$ cat src/rtl/camo_keyed_core_if.sv
// Bus bundle for camo_keyed_core: serial key port, lane data inputs and
// obfuscated state outputs.
`default_nettype none

interface camo_keyed_core_if #(
  parameter int WIDTH = 4
);
  logic             key_in;
  logic             key_load;
  logic             in_valid;
  logic [WIDTH-1:0] in_a;
  logic [WIDTH-1:0] in_b;
  logic [WIDTH-1:0] in_c;
  logic [WIDTH-1:0] in_d;
  logic [WIDTH-1:0] q1;
  logic [WIDTH-1:0] q2;
  logic [WIDTH-1:0] q3;
  logic             out_valid;
  logic             key_done;

  modport master (
    output key_in, key_load, in_valid, in_a, in_b, in_c, in_d,
    input  q1, q2, q3, out_valid, key_done
  );

  modport slave (
    input  key_in, key_load, in_valid, in_a, in_b, in_c, in_d,
    output q1, q2, q3, out_valid, key_done
  );
endinterface

`default_nettype wire

$ cat src/rtl/camo_keyed_core.sv
// camo_keyed_core: WIDTH-lane NAND/OR/XOR feedback slice whose camo cells take
// their function from a serially loaded key; data is only accepted in RUN.
`default_nettype none

module camo_keyed_core #(
  parameter int WIDTH = 4,
  parameter int CELLS = 2
) (
  input  logic              CLK,
  input  logic              NRST,
  camo_keyed_core_if.slave  bus
);

  localparam int KEYW = 2 * CELLS;
  localparam int CW   = $clog2(KEYW + 1);
  localparam logic [CW-1:0] LAST_BIT = CW'(KEYW);

  localparam logic [1:0] IDLE     = 2'd0;
  localparam logic [1:0] KEY_LOAD = 2'd1;
  localparam logic [1:0] RUN      = 2'd2;

  logic [1:0]      state;
  logic [KEYW-1:0] key;
  logic [CW-1:0]   cnt;
  logic [WIDTH-1:0] q1_reg, q3_reg, r7;
  logic            out_valid_reg;

  logic [WIDTH-1:0] g, n5, fb, n1, n3, n4;
  logic [KEYW-1:0]  key_shifted;
  logic [CW-1:0]    cnt_inc;
  logic             running;

  assign key_shifted = {bus.key_in, key[KEYW-1:1]};
  assign cnt_inc     = cnt + CW'(1);
  assign running     = (state == RUN);

  // Lane j is wired to cell j mod CELLS; each cell reads its own 2-bit key slice.
  for (genvar j = 0; j < WIDTH; j++) begin : g_lane
    localparam int K = j % CELLS;
    logic [1:0] sel;
    logic       c, d;
    assign sel = key[2*K+1 : 2*K];
    assign c   = bus.in_c[j];
    assign d   = bus.in_d[j];

    always_comb begin
      g[j] = 1'b0;
      case (sel)
        2'b00:   g[j] = ~(c & d);
        2'b01:   g[j] = ~(c | d);
        2'b10:   g[j] = c ^ d;
        default: g[j] = ~(c ^ d);
      endcase
    end

    assign n5[j] = ~(g[j] & bus.in_b[j]);
    assign fb[j] = ~(q3_reg[j] & n5[j]);
    assign n1[j] = fb[j] | bus.in_a[j];
    assign n3[j] = ~(n1[j] & bus.in_b[j]);
    assign n4[j] = ~(n3[j] & g[j]);
  end

  always_ff @(posedge CLK or posedge NRST) begin
    if (NRST) begin
      state         <= IDLE;
      key           <= '0;
      cnt           <= '0;
      q1_reg        <= '0;
      q3_reg        <= '0;
      r7            <= '0;
      out_valid_reg <= 1'b0;
    end else begin
      out_valid_reg <= 1'b0;
      case (state)
        IDLE, RUN: begin
          if (bus.key_load) begin
            // Starting a load wipes the data path and counts this cycle's bit.
            state  <= KEY_LOAD;
            key    <= key_shifted;
            cnt    <= CW'(1);
            q1_reg <= '0;
            q3_reg <= '0;
            r7     <= '0;
          end else if (running) begin
            out_valid_reg <= bus.in_valid;
            if (bus.in_valid) begin
              q3_reg <= n4;
              r7     <= n5;
              q1_reg <= fb;
            end
          end
        end
        KEY_LOAD: begin
          if (bus.key_load) begin
            key <= key_shifted;
            cnt <= cnt_inc;
            if (cnt_inc == LAST_BIT) begin
              state <= RUN;
            end
          end else begin
            // A short load is discarded entirely.
            state <= IDLE;
            key   <= '0;
            cnt   <= '0;
          end
        end
        default: state <= IDLE;
      endcase
    end
  end

  assign bus.q1        = q1_reg;
  assign bus.q3        = q3_reg;
  assign bus.q2        = running ? (fb & (r7 ^ fb)) : '0;
  assign bus.out_valid = out_valid_reg;
  assign bus.key_done  = running;

endmodule

`default_nettype wire

$ cat src/flat_wrapper.sv
// flat-port wrapper written by rule: the top's interface ports become plain ports
module camo_keyed_core_flat 
#(
  parameter int WIDTH = 4,
  parameter int CELLS = 2
)
  (CLK, NRST, bus_key_in, bus_key_load, bus_in_valid, bus_in_a, bus_in_b, bus_in_c, bus_in_d, bus_q1, bus_q2, bus_q3, bus_out_valid, bus_key_done);
  camo_keyed_core_if #(.WIDTH(WIDTH)) bus_i ();
  input  logic CLK;
  input  logic NRST;
  input wire logic [$bits(bus_i.key_in)-1:0] bus_key_in;
  input wire logic [$bits(bus_i.key_load)-1:0] bus_key_load;
  input wire logic [$bits(bus_i.in_valid)-1:0] bus_in_valid;
  input wire logic [$bits(bus_i.in_a)-1:0] bus_in_a;
  input wire logic [$bits(bus_i.in_b)-1:0] bus_in_b;
  input wire logic [$bits(bus_i.in_c)-1:0] bus_in_c;
  input wire logic [$bits(bus_i.in_d)-1:0] bus_in_d;
  output wire logic [$bits(bus_i.q1)-1:0] bus_q1;
  output wire logic [$bits(bus_i.q2)-1:0] bus_q2;
  output wire logic [$bits(bus_i.q3)-1:0] bus_q3;
  output wire logic [$bits(bus_i.out_valid)-1:0] bus_out_valid;
  output wire logic [$bits(bus_i.key_done)-1:0] bus_key_done;
  assign bus_i.key_in = bus_key_in;
  assign bus_i.key_load = bus_key_load;
  assign bus_i.in_valid = bus_in_valid;
  assign bus_i.in_a = bus_in_a;
  assign bus_i.in_b = bus_in_b;
  assign bus_i.in_c = bus_in_c;
  assign bus_i.in_d = bus_in_d;
  assign bus_q1 = bus_i.q1;
  assign bus_q2 = bus_i.q2;
  assign bus_q3 = bus_i.q3;
  assign bus_out_valid = bus_i.out_valid;
  assign bus_key_done = bus_i.key_done;
  camo_keyed_core #(.WIDTH(WIDTH), .CELLS(CELLS)) u_core (.CLK(CLK), .NRST(NRST), .bus(bus_i));
endmodule
$ cat config.mk
export PLATFORM = sky130hd
export DESIGN_NAME = camo_keyed_core_flat
export DESIGN_NICKNAME = d
export VERILOG_FILES = /design/src/rtl/camo_keyed_core_if.sv /design/src/rtl/camo_keyed_core.sv /design/src/flat_wrapper.sv
export SDC_FILE = /design/constraint.sdc
export NUM_CORES = 1
export LEC_CHECK = 0
export ABC_AREA = 1
export ABC_CLOCK_PERIOD_IN_PS = 1700
export CORE_ASPECT_RATIO = 0.75
export CORE_MARGIN = 4
export CORE_UTILIZATION = 48
export CTS_CLUSTER_DIAMETER = 200
export DETAILED_ROUTE_END_ITERATION = 10
export HOLD_SLACK_MARGIN = 0.02
export PLACE_DENSITY_LB_ADDON = 0.1
export SETUP_SLACK_MARGIN = 0.2
export SLEW_MARGIN = 20
export SYNTH_ARGS = -nofsm -noshare
export SYNTH_HDL_FRONTEND = slang
export SYNTH_SLANG_ARGS = --single-unit
$ cat constraint.sdc
create_clock -name CLK -period 1.7 [get_ports CLK]
set_input_delay 0.425 -clock CLK [delete_from_list [all_inputs] [get_ports CLK]]
set_output_delay 0.425 -clock CLK [all_outputs]
set_load 0.01 [all_outputs]
==> results.json, run 1 <==
{
  "status": "finished, violations left",
  "failed_checks": "negative setup slack",
  "sw_frac_of_total_pct": 31.4,
  "criticalPathCategory": "flop to primary output",
  "synthMuxAreaShare_pct": 0,
  "critical_path_required_ns": 1.27,
  "synth_fp_nets": 200,
  "setup_violations": 5,
  "skew_ns": 0.00547,
  "core-area_mm2": 0.00264,
  "cts_tree": "done",
  "area_growth_pct": 65.5,
  "syn_avg_cell_area_um2": 7.99,
  "setup-tns-final_ns": -0.782,
  "path_max_fanout": 5,
  "rsz0062_at_grt": "yes",
  "clkTransAtPathRegs_ns": 0.08,
  "worst_pin_slew_ns": 0.297,
  "synth_top_family_by_area": "simple AND/OR/NAND/NOR gates",
  "clock.fmax_mhz": 532,
  "drive_gt1_share_pct": 51.9,
  "ys_types": 24,
  "antenna_found_initial": 0,
  "critPathLaunchType": "flop",
  "wirelength_um": 4670,
  "num_vias": 1473,
  "hold_class": "flop to flop",
  "nNetsFinal": 275,
  "clockRootBuffer": "clkbuf_8",
  "ys_seq_area_share_pct": 40.8,
  "cell_internal_pwr_mw": 1.01,
  "post-route-min-period_ns": 1.88,
  "p_switching_mw": 0.465,
  "die_area_mm2": 0.00373,
  "cts_buffer_depth": 2,
  "arrival_ns": 1.46,
  "timing.final.ws_setup_ns": -0.181,
  "hold_buffers": 0,
  "comb_power_share_pct": 33.6,
  "syn_inst": 169,
  "synth_xor_area_share_pct": 0.649,
  "grt_pass1_vias": 1530,
  "grt_max_degree": 23,
  "ir_drop_mv": 0.588,
  "final_core_util_pct": 84.6,
  "yosys.area_share.simple_pct": 28.7,
  "cts_buffers": 3,
  "power_frac_seq_pct": 40.2,
  "place_hpwl_um": 2460,
  "clk_latency_ns": 0.27,
  "final_cell_mix": "nand2_1, buf_4, dfrtp_1, buf_6, inv_1",
  "drcViolationCount": 0,
  "placed_cells": 251,
  "p_clk_share_pct": 26.2,
  "drt_iter0_drc": 54,
  "yosys_register_bits": 22,
  "timing.final.crit_share_pct": 111,
  "drt-vias-per-instance": 5.28,
  "antenna_left": 0,
  "cp_slowest_cell": "dfrtp_2",
  "start_util_pct": 51.1,
  "grt_use_total_pct": 24.4,
  "gp_congestion": 0.807,
  "relSlewSlack_pct": 80.2,
  "die_y_um": 53.9,
  "fin_cells": 279,
  "fin_total_pwr_mw": 1.48,
  "synth-adder-area-share_pct": 9.27,
  "syn-cell-area_mm2": 0.00135,
  "yosys_warnings": 0,
  "overflow": 0,
  "wl_per_cell_um": 16.7,
  "rows": 16,
  "cts_sinks": 22,
  "n_antenna_cell": 0,
  "dr.pass1.iters": 4,
  "leakagePower_nw": 1.20,
  "io_pins": 35,
  "synth-compound-area-share_pct": 10.4,
  "hold_violations": 0,
  "maxCapViolations": 0,
  "finalMaxSlewViolations": 0,
  "whs_ns": 0.479,
  "slowest_delay_ns": 0.47,
  "crit_chain": "buf_6, nand2_1, inv_1, nand2_2, nand3_2, a21oi_2, buf_2",
  "grt_pass1_wl_um": 6910,
  "final_common_cell": "nand2_1",
  "dieWidth_um": 69.2,
  "power-per-cell-area_mw_per_mm2": 662,
  "crit_path_end_kind": "primary output",
  "port_buffers": 30,
  "h-tree-depth": 1
}
[stage by stage]
step	area [um2]	setup slack (ns)
floorplan	1470	0.125
global placement	1920	-0.987
detailed placement	1920	-1.03
CTS	2110	-0.0955
global route	2230	-0.266
finish	2230	-0.181
[path summary, 6_finish.rpt]
check | from | end | slack [ns] | cells past startpoint
setup / recovery | u_core.key[3] | bus_q2[3] | -0.18 | 7
hold / removal | u_core.bus.q1[3] | u_core.bus.q1[3] | 0.48 | 2
setup reg to reg | u_core.key[0] | u_core.bus.q3[2] | -0.09 | 13
hold reg to reg | u_core.bus.q1[3] | u_core.bus.q1[3] | 0.48 | 2
max in group asynchronous | NRST | u_core.key[1] | 0.97 | 3
min in group asynchronous | NRST | u_core.r7[1] | 0.49 | 3
[routing by layer]
layer	wire, um	GRT usage (%)	up-vias
met5	0	0	-
met4	299	15.6	0
met3	334	6.53	33
met2	2380	47.2	81
met1	1650	24.0	677
li1	-	-	682
[cell usage after synthesis (all sizes together)]
master,number,area [um2]
a21oi,5,25.0
a22oi,1,7.51
a31oi,1,6.26
buf,3,32.5
dfrtp,22,551
ha,10,125
inv,28,105
nand2,60,253
nand3,17,90.1
nor2,5,45.1
o21ai,14,88.8
o22ai,2,12.5
xor2,1,8.76
[worst max-delay path, delay by kind of cell, from the launching register on]
family	cells	cell delay [ns]
AOI/OAI and AO/OA	1	0.12
buffers and inverters	3	0.35
DFF	1	0.47
and+or+nand+nor	3	0.24
[cell families (layout without fill, tap and decap cells)]
kind of cell    after synthesis  in the layout
flops                        22             22
xor+xnor                      1              1
simple gates                 82             82
fa+ha+maj                    10             10
buf+inv                      31            105
compound gates               23             23
[timing repair]
action                     in CTS  in global routing
setup buffers                  19                  5
resized for setup              81                 26
pin swaps                      21                 11
setup endpoints to repair      26                  7
[cell type report]
cell class | instances | area [um2]
Timing Repair Buffer | 73 | 602
Clock buffer | 4 | 55.1
Tap cell | 36 | 45.0
Sequential cell | 22 | 556
Inverter | 28 | 143
Multi-Input combinational cell | 116 | 835
Fill cell | 162 | 408
[power by group through the flow]
stage          Sequential [mW]  Clock [mW]  Combinational, mW
2_1_floorplan            0.588           0              0.181
3_3_place_gp             0.594           0              0.306
3_5_place_dp             0.597           0              0.318
4_1_cts                  0.586       0.385              0.407
5_1_grt                  0.599       0.413              0.539
6_report                 0.595       0.387              0.496
Power figures use the tool's default switching activity.
==> run 2: changes to the inputs <==
--- a/config.mk
+++ b/config.mk
@@ -9,7 +9,8 @@
 export ABC_CLOCK_PERIOD_IN_PS = 1700
 export CORE_ASPECT_RATIO = 0.75
 export CORE_MARGIN = 4
-export CORE_UTILIZATION = 48
+export CORE_UTILIZATION = 50
+export CTS_BUF_LIST = sky130_fd_sc_hd__clkbuf_4 sky130_fd_sc_hd__clkbuf_8
 export CTS_CLUSTER_DIAMETER = 200
 export DETAILED_ROUTE_END_ITERATION = 10
 export HOLD_SLACK_MARGIN = 0.02
==> results.json, run 2 (synthesis results as in run 1) <==
{
  "grt_use_total_pct": 22.7,
  "hold_buffers": 0,
  "wirelength_um": 3780,
  "overflow": 0,
  "final_core_util_pct": 84.3,
  "status": "finished, violations left",
  "finalMaxSlewViolations": 0,
  "grt_pass1_wl_um": 5910,
  "post_dp_cell_area_mm2": 0.00191,
  "wl_per_cell_um": 13.8,
  "core-area_mm2": 0.00260,
  "crit_chain": "nor2_2, nand2_1, nand3_2, nand3_2, a21oi_2, buf_2",
  "final_cell_mix": "nand2_1, buf_4, dfrtp_1, inv_1, buf_6",
  "place_hpwl_um": 2260,
  "hold_class": "input pin to async pin",
  "critical_path_required_ns": 1.27,
  "rows": 16,
  "final_common_cell": "nand2_1",
  "die_y_um": 53,
  "slowest_delay_ns": 0.48,
  "critPathTopFamily": "flip-flops",
  "cts_buffers": 3,
  "grt_max_degree": 23,
  "antenna_found_initial": 0,
  "gp_congestion": 0.839,
  "fin_total_pwr_mw": 1.45,
  "timing.final.crit_share_pct": 114,
  "placed_cells": 248,
  "crit_path_end_kind": "primary output",
  "preCtsSetupSlack_ns": -1.02,
  "critical_path.reg2reg.startpoint": "u_core.key[0]",
  "start_util_pct": 51.9,
  "fin_cells": 274,
  "critPathLaunchType": "flop",
  "cts_buffer_depth": 2,
  "antenna_left": 0,
  "path_max_fanout": 5,
  "h-tree-depth": 1,
  "dr.pass1.iters": 4,
  "wl_met3_um": 202,
  "clock.fmax_mhz": 517,
  "clockRootBuffer": "clkbuf_4",
  "met1_length_um": 1540,
  "grt_pass1_vias": 1403,
  "cts_tree": "done",
  "num_vias": 1369,
  "drt_iter0_drc": 58,
  "finalInstanceArea_mm2": 0.00219,
  "cts_sinks": 22,
  "cp_slowest_cell": "dfrtp_2",
  "topRoutingLayerUsed": "met4",
  "crit_top_cell": "nand3_2",
  "post-route-min-period_ns": 1.94,
  "drt-vias-per-instance": 5.00,
  "criticalPathCategory": "flop to primary output",
  "setup_violations": 5,
  "arrival_ns": 1.51,
  "clkTransAtPathRegs_ns": 0.14,
  "area_growth_pct": 62.5,
  "n_antenna_cell": 0,
  "clk_latency_ns": 0.33,
  "nNetsFinal": 270,
  "failed_checks": "negative setup slack",
  "worst_pin_slew_ns": 0.285,
  "startpoint": "u_core.key[1]",
  "relSlewSlack_pct": 81.0,
  "skew_ns": 0.0115,
  "dieWidth_um": 68,
  "setup-tns-final_ns": -0.907,
  "rsz0062_at_grt": "yes",
  "critPathBufInv": 1,
  "timing.final.ws_setup_ns": -0.235,
  "maxCapViolations": 0,
  "io_pins": 35,
  "leakagePower_nw": 1.16,
  "port_buffers": 30,
  "die_area_mm2": 0.00360,
  "hold_violations": 0,
  "wl_met2_um": 1890,
  "whs_ns": 0.403,
  "ir_drop_mv": 0.621,
  "drive_gt1_share_pct": 47.5,
  "drcViolationCount": 0,
  "power-per-cell-area_mw_per_mm2": 662,
  "ff2ff_setup_slack_ns": -0.16
}
==> run 2: cell count changes in the layout (fill, tap and decap cells not counted), moves of 2 or more <==
cell,change
nand2_1,+8
buf_2,-3
buf_6,-2
clkdlybuf4s15_2,+2
nand2_2,-7
clkdlybuf4s15_1,+2
clkbuf_8,-4
clkbuf_4,+3
buf_4,-4
==> run 2: path summary, 6_finish.rpt <==
check | to | cells past startpoint
max reg2reg | u_core.bus.q3[2] | 13
max | bus_q2[0] | 6
min in group CLK | u_core.bus.q1[0] | 2
min | u_core.bus.q1[1] | 3
max in group asynchronous | u_core.key[2] | 3
min reg2reg | u_core.bus.q1[0] | 2
==> run 2: worst min-delay path: stages <==
cell and delay (ns):
clkdlybuf4s50_1 0.39, inv_1 0.05, buf_4 0.28
==> run 2: report_power, final <==
group / switching, mW / internal (mW)
clock network: 0.181 / 0.239
registers: 0.0351 / 0.555
logic: 0.216 / 0.227
==> run 2: area by class of cell <==
type | count | area (um2)
Clock buffer | 3 | 22.5
Timing Repair Buffer | 68 | 588
Fill cell | 151 | 409
Inverter | 28 | 143
Multi-Input combinational cell | 116 | 810
Sequential cell | 22 | 556
Tap cell | 36 | 45.0
Clock inverter | 1 | 30.0
==> run 2: timing repair <==
item | 4_1_cts | 5_1_grt
pin swaps | 24 | 3
endpoints found under the setup margin | 25 | 7
gates resized for setup | 86 | 7
buffers inserted | 20 | 2
gates cloned | 0 | 0
==> run 2: metal layers <==
metal,global-route usage (%),vias to the layer above
met5,0,-
met4,13.2,0
met3,4.88,17
met2,39.4,59
met1,25.5,617
li1,-,676
